`src/rtl/instr_pack.sv`:
```
// rtl/instr_pack.sv - shared types and defaults for the 9-bit CPU program-flow front end
package instr_pack;

  // Run-control states shared by the sequencer and anything that observes it
  typedef enum logic [1:0] {
    IDLE = 2'd0,
    RUN  = 2'd1,
    DONE = 2'd2,
    ERR  = 2'd3
  } seq_state_t;

  localparam int DEF_PC_W      = 10;
  localparam int DEF_RAS_DEPTH = 4;
  localparam int DEF_CNT_W     = 16;

  // True in the states where start is allowed to launch a new run
  function automatic logic is_launchable(seq_state_t s);
    return (s == IDLE) || (s == DONE) || (s == ERR);
  endfunction

endpackage

```
`src/rtl/pc_sequencer_ras_stack.sv`:
```
// rtl/pc_sequencer_ras_stack.sv - return-address stack, pointer based with registered storage
module ras_stack #(
  parameter int W     = 10,
  parameter int DEPTH = 4
) (
  input  logic         clk,
  input  logic         rst_n,
  input  logic         clr,
  input  logic         push,
  input  logic         pop,
  input  logic [W-1:0] din,
  output logic [W-1:0] dout,
  output logic         empty,
  output logic         full
);

  // count holds 0..DEPTH, so it needs one more code than an entry index
  localparam int            CW       = $clog2(DEPTH + 1);
  localparam logic [CW-1:0] FULL_CNT = CW'(DEPTH);
  localparam logic [CW-1:0] ONE      = CW'(1);

  logic [W-1:0]  mem [DEPTH];
  logic [CW-1:0] count;

  assign empty = (count == '0);
  assign full  = (count == FULL_CNT);

  // Top of stack is the entry just below the fill pointer; reads zero when empty
  always_comb begin
    dout = '0;
    for (int i = 0; i < DEPTH; i++) begin
      if (i == int'(count) - 1) begin
        dout = mem[i];
      end
    end
  end

  // Fill pointer and storage; clear wipes contents so nothing leaks into the next run
  always_ff @(posedge clk) begin
    if (!rst_n || clr) begin
      count <= '0;
      for (int i = 0; i < DEPTH; i++) begin
        mem[i] <= '0;
      end
    end else if (push && !full) begin
      for (int i = 0; i < DEPTH; i++) begin
        if (i == int'(count)) begin
          mem[i] <= din;
        end
      end
      count <= count + ONE;
    end else if (pop && !empty) begin
      count <= count - ONE;
    end
  end

endmodule

```
`src/rtl/pc_sequencer.sv`:
```
// rtl/pc_sequencer.sv - run handshake, program counter, call/return stack and run-cycle counter
module pc_sequencer
  import instr_pack::*;
#(
  parameter int              PC_W      = DEF_PC_W,
  parameter logic [PC_W-1:0] PROG_BASE = '0,
  parameter int              RAS_DEPTH = DEF_RAS_DEPTH,
  parameter int              CNT_W     = DEF_CNT_W
) (
  input  logic             clk,
  input  logic             rst_n,
  input  logic             start,
  input  logic             stall,
  input  logic             halt,
  input  logic             branch_en,
  input  logic             call_en,
  input  logic             ret_en,
  input  logic [PC_W-1:0]  branch_tgt,
  output logic [PC_W-1:0]  p,
  output logic             fetch_en,
  output logic             done,
  output logic             err,
  output logic [CNT_W-1:0] cycles
);

  localparam logic [CNT_W-1:0] CNT_MAX = '1;
  localparam logic [CNT_W-1:0] CNT_ONE = CNT_W'(1);
  localparam logic [PC_W-1:0]  PC_ONE  = PC_W'(1);

  seq_state_t      state;
  logic            active;
  logic            stk_clr;
  logic            stk_push;
  logic            stk_pop;
  logic            stk_empty;
  logic            stk_full;
  logic [PC_W-1:0] stk_dout;
  logic [PC_W-1:0] p_seq;

  // Sequential successor; the natural wrap of PC_W bits is the intended behaviour
  assign p_seq = p + PC_ONE;

  // Only the state and stall reach an output combinationally
  assign fetch_en = (state == RUN) && !stall;

  // Stack strobes follow the same priority as the PC mux: halt beats ret beats call
  always_comb begin
    active   = (state == RUN) && !stall;
    stk_clr  = is_launchable(state) && start;
    stk_pop  = active && !halt && ret_en;
    stk_push = active && !halt && !ret_en && call_en;
  end

  ras_stack #(
    .W     (PC_W),
    .DEPTH (RAS_DEPTH)
  ) u_ras (
    .clk   (clk),
    .rst_n (rst_n),
    .clr   (stk_clr),
    .push  (stk_push),
    .pop   (stk_pop),
    .din   (p_seq),
    .dout  (stk_dout),
    .empty (stk_empty),
    .full  (stk_full)
  );

  // Run-control FSM with registered PC, done/err flags and saturating cycle counter
  always_ff @(posedge clk) begin
    if (!rst_n) begin
      state  <= IDLE;
      p      <= PROG_BASE;
      done   <= 1'b0;
      err    <= 1'b0;
      cycles <= '0;
    end else begin
      case (state)
        IDLE, DONE, ERR: begin
          if (start) begin
            state  <= RUN;
            p      <= PROG_BASE;
            done   <= 1'b0;
            err    <= 1'b0;
            cycles <= '0;
          end
        end
        RUN: begin
          // Stalled cycles and the terminating cycle are both part of the run
          if (cycles != CNT_MAX) begin
            cycles <= cycles + CNT_ONE;
          end
          if (!stall) begin
            if (halt) begin
              state <= DONE;
              done  <= 1'b1;
            end else if (ret_en) begin
              if (stk_empty) begin
                state <= ERR;
                done  <= 1'b1;
                err   <= 1'b1;
              end else begin
                p <= stk_dout;
              end
            end else if (call_en) begin
              if (stk_full) begin
                state <= ERR;
                done  <= 1'b1;
                err   <= 1'b1;
              end else begin
                p <= branch_tgt;
              end
            end else if (branch_en) begin
              p <= branch_tgt;
            end else begin
              p <= p_seq;
            end
          end
        end
      endcase
    end
  end

endmodule

```
`config.mk`:
```
export PLATFORM = sky130hd
export DESIGN_NAME = pc_sequencer
export DESIGN_NICKNAME = d
export VERILOG_FILES = /design/src/rtl/instr_pack.sv /design/src/rtl/pc_sequencer_ras_stack.sv /design/src/rtl/pc_sequencer.sv
export SDC_FILE = /design/constraint.sdc
export NUM_CORES = 1
export LEC_CHECK = 0
export ABC_AREA = 1
export ABC_CLOCK_PERIOD_IN_PS = 2350
export CORE_UTILIZATION = 40
export CTS_CLUSTER_DIAMETER = 200
export DETAILED_ROUTE_END_ITERATION = 10
export GPL_TIMING_DRIVEN = 0
export PLACE_DENSITY = 0.64
export SLEW_MARGIN = 20
export SYNTH_ARGS = -nofsm -noshare
export SYNTH_HDL_FRONTEND = slang
export SYNTH_SLANG_ARGS = --single-unit
```
`constraint.sdc`:
```
create_clock -name clk -period 2.35 [get_ports clk]
set_input_delay 0.47 -clock clk [delete_from_list [all_inputs] [get_ports clk]]
set_output_delay 0.47 -clock clk [all_outputs]
set_load 0.02 [all_outputs]
```
# Word level (Yosys, flattened, before mapping)
# Memory sizes are Yosys's and may differ from the RTL's.
# Index checks and enable logic that the tools add are counted.
# word_totals
regBits	33
latchBits	0
ramBits	40
mem_bits_ro	0
in_bits	18
word_cells	125
mem_count	1
# memory_table
name	words	word_bits	rd	rd_clocked_by_memory_dff	wr	line_no	source
u_ras.mem	4	10	4	0	4	pc_sequencer_ras_stack.sv:22	logic [W-1:0] mem [DEPTH];
# classes
addsub	5
mul	0
div_mod_pow	0
n_lt_le_gt_ge	0
n_eq_ne	23
shift	0
mux	59
bitwise	4
reduce_logical	27
# ops
op	n
10-bit two-way mux	16
3-bit by 32-bit == test with 1-bit output, first input constant	2
2-bit by 32-bit == test with 1-bit output, first input constant	1
32-bit zero test	1
16-bit two-way mux	2
16-bit case mux with 2 select lines	1
1-bit two-way mux	27
10-bit case mux with 2 select lines	1
16-bit by 1-bit adder with 16-bit output, second input constant	1
16-bit inequality test, second input constant	1
2-bit two-way mux	7
10-bit by 1-bit adder with 10-bit output, second input constant	1
5-bit AND reduction	2
1-bit logical AND	8
4-bit by 3-bit inequality test with 1-bit output, second input constant	2
4-bit inequality test, second input constant	2
3-bit == test, first input constant	2
1-bit zero test	6
3-bit zero test	2
3-bit two-way mux	2
2-bit inequality test, second input constant	3
3-bit by 2-bit inequality test with 1-bit output, second input constant	2
3-bit inequality test, second input constant	2
6-bit AND reduction	1
other kinds (16)	23

# Logic depth before layout (Yosys ltp)
# depth
depth_word	11
ltp_mapped	12
ltp_nobuf	12

# Cells and area by module
# A second synthesis with hierarchy kept.
# unflattened
cells_unflattened	515
area_unflattened_um2	3925.0
# modules_own_cells
mod	n_inst	cells_per_inst	area_per_inst_um2	seq_area_each_um2
pc_sequencer	1	324	1978.1	580.6
ras_stack	1	191	1946.9	1261.2

# Worst setup path before layout
# OpenSTA, ideal clock, no wires.
# synth_timing
kind	reg2reg
from	reg, netlist name done
to	mem u_ras.mem[0][0], enable pin
arrival_ns	2.078
required_time_ns	1.959
path_slack_ns	-0.118
stages_incl_launch_ff	8
path_buffers	0
cell_sequence	dfxtp_1 > inv_1 > nand2_2 > nor2_2 > nand2_1 > nor2_4 > inv_2 > o21ai_0
# synth_lines
item	line_no
to (decl)	pc_sequencer_ras_stack.sv:22

==> results.toml <==
[synth]
synth_area_leaders = "edfxtp_1, dfxtp_1, nand2_1"
syn_area_mm2 = 0.00389
yosys.area.top_type = "edfxtp_1"
yosysUniqueCellTypes = 32
synth-seq-area-share_pct = 47.3
yosysWarnings = 0
ys_ff_latch = 72
synth_area_per_cell_um2 = 7.46
syn_nets = 543
netlist.area_leader.share_pct = 30.8
synth_cells = 522

[grt]
grt_start_max_net_pins = 15
grt_pass1_vias = 3337
grt.overflow.total = 0
grt.total_usage_pct = 22.3
grt_pass1_wl_mm = 17.0
antenna_found_initial = 0

[placement]
dp_hpwl_mm = 7.62
port_buffers = 46
dp_worst_setup_slack_ps = -466
gp_congestion = 0.873
dp_cells = 697

[worst_setup_path]
r2r_cells = 7
crit_path_max_incr_delay_ps = 620
cp.depth = 4
crit_start = "done"
cpMaxStageDelayCell = "clkdlybuf4s50_1"
end_kind = "output port"
start_kind = "flop"
cp_num_buf_inv = 2
arrival_ps = 1720
critPathMaxFanout = 10
critPathRequiredTime_ps = 1880
path_cells = "inv_1 > nand2_2 > nor2_2 > clkdlybuf4s50_1"
path_class = "reg2out"
crit-reg2reg-launch = "done"
path_delay_family = "buffers and inverters"

[detailed_routing]
vias = 3635
ant_nets = 0
wl_per_cell_um = 14.8
vias_per_cell = 5.10
drtIter0Drc = 283
wl_mm = 10.6
dr.pass1.iters = 5
route.detailed.drc = 0

[clocking]
cts_sinks = 72
worstSkewPairLatency_ps = 360
cts_tree = "yes"
cts_hold_buffers = 0
htree_levels = 3
clockBufferDepth = 2
cts_resized = 1
cts_root_buffer = "clkbuf_8"
cts_buffers = 9
post-cts-setup-buffers = 0
clk_pin_slew_worst_paths_ps = 90

[layout]
fin_nets = 600
area.growth.synth_to_final_pct = 21.9
fillCellCount = 914
final_cells = 713
diodes = 0
drive_above_1_share_pct = 7.53

[floorplanning]
die_x_um = 101
rows = 35
core_area_mm2 = 0.00933
initial_core_util_pct = 41.7
io_pins = 47
die_area_mm2 = 0.0101
die_y_um = 101

[min_path]
hold_class = "reg2reg"
whs_path_depth = 2
worstHoldStart = "err"

[power]
irDropWorstVdd_v = 0.000381
p_comb_share_pct = 10.0
p_int_w = 0.00209
switching_share_pct = 26.2
p_clk_share_pct = 40.2
power.density_mw_per_mm2 = 596
pwr-share-seq_pct = 49.8
p_leak_nw = 1.73
power_switching_w = 0.000740

[timing]
period_needed_ps = 2190
fin_crit_sh_pct = 93.3
finalHoldViolCount = 0
setup_viol = 0
rsz0062_at_grt = "false"
worst_slack_ps = 157
slew_headroom_pct = 60.4
max_freq_mhz = 456
drv_slew = 0
worst_pin_slew_ps = 590
clock_skew_ps = 10.4

[flow_run]
drv_cap = 0

[run_status]
outcome = "completed"
==> through the flow <==
stage	util, %	total power, W	hold slack [ps]	setup TNS, ps	instance area, um^2
after floorplan	-	0.00160	498	0	3890
after global placement	48.4	0.00172	454	-5820	4520
after detailed placement	48.4	0.00172	478	-5950	4520
after CTS	50.9	0.00283	492	0	4750
after global routing	50.9	0.00291	520	0	4750
final	50.9	0.00283	486	0	4750
==> registers in the layout, indices dropped and copies added (netlist names) <==
signal	flops
cycles	16
done	1
err	1
p	10
state	1
u_ras.count	3
u_ras.mem	40
==> worst min-delay path, delay by kind of cell, from the launching register on <==
| family | cells | cell delay (ps) |
|---|---|---|
| DFF | 1 | 320 |
| AOI/OAI and AO/OA | 1 | 60 |
| and+or+nand+nor | 1 | 60 |
==> cell usage after synthesis <==
| cell type | instances |
|---|---|
| o21bai_1 | 2 |
| o21ai_4 | 1 |
| clkbuf_1 | 8 |
| nand2_1 | 147 |
| buf_6 | 1 |
| xnor2_1 | 1 |
| nor3_2 | 1 |
| ha_1 | 2 |
| dfxtp_1 | 32 |
| nand3_1 | 54 |
| buf_2 | 3 |
| a21oi_1 | 37 |
| inv_2 | 3 |
| nand4_1 | 14 |
| nand3_2 | 4 |
| nand3b_1 | 1 |
| a21o_1 | 1 |
| or2_2 | 1 |
| nand2_2 | 3 |
| o22ai_2 | 1 |
| nor2_1 | 88 |
| nor2_2 | 5 |
| xor2_1 | 5 |
| buf_4 | 2 |
| o21ai_0 | 14 |
| edfxtp_1 | 40 |
| fa_1 | 1 |
| a211oi_1 | 1 |
| buf_1 | 1 |
| nor2_4 | 2 |
| inv_1 | 42 |
| nor3_1 | 4 |
==> power groups by stage <==
stage | clock (W) | combinational (W) | sequential [W]
detailed placement | 0 | 0.000280 | 0.00144
global route | 0.00119 | 0.000313 | 0.00141
finish | 0.00114 | 0.000284 | 0.00141
global placement | 0 | 0.000282 | 0.00143
floorplan | 0 | 0.000153 | 0.00144
CTS | 0.00114 | 0.000283 | 0.00141
==> final cells by class <==
class / count / area (um^2) / area share, %
tap: 129 / 161 / 3.40
clock buffer: 9 / 124 / 2.61
multi-input combinational: 390 / 1810 / 38.2
inverter: 45 / 169 / 3.56
buffer: 15 / 75.1 / 1.58
timing repair buffer: 46 / 460 / 9.70
clock inverter: 7 / 103 / 2.16
sequential: 72 / 1840 / 38.8
==> worst paths after layout <==
check | end | slack [ps]
setup / recovery | fetch_en | 160
hold / removal | err | 490
setup reg to reg | u_ras.mem[0][5] | 300
hold reg to reg | err | 490
==> logic make-up after synthesis <==
family | after synthesis | share of synthesized area [%]
compound gates | 57 | 8.07
xor+xnor | 6 | 1.35
fa+ha+maj | 3 | 1.16
buf+inv | 60 | 6.27
flops | 72 | 47.3
simple gates | 324 | 35.9
==> cells in the final DEF (no fill, tap or decap), types with 2 or more instances in the layout <==
cell type | synthesis | routed
a21oi_1 | 37 | 37
buf_2 | 3 | 3
buf_4 | 2 | 2
bufinv_16 | 0 | 2
clkbuf_1 | 8 | 8
clkbuf_8 | 0 | 9
clkdlybuf4s50_1 | 0 | 46
clkinv_4 | 0 | 2
dfxtp_1 | 32 | 32
edfxtp_1 | 40 | 40
ha_1 | 2 | 2
inv_1 | 42 | 42
inv_2 | 3 | 3
inv_6 | 0 | 2
nand2_1 | 147 | 147
nand2_2 | 3 | 3
nand3_1 | 54 | 54
nand3_2 | 4 | 4
nand4_1 | 14 | 14
nor2_1 | 88 | 88
nor2_2 | 5 | 5
nor2_4 | 2 | 2
nor3_1 | 4 | 4
o21ai_0 | 14 | 13
o21bai_1 | 2 | 2
xor2_1 | 5 | 5
==> metal layers <==
layer	wire length [um]	GRT usage (%)
met3	611	3.26
met1	5100	32.7
met4	173	8.14
met2	4680	33.4
met5	0	0
Note: power is estimated with default switching activity, not from simulation.
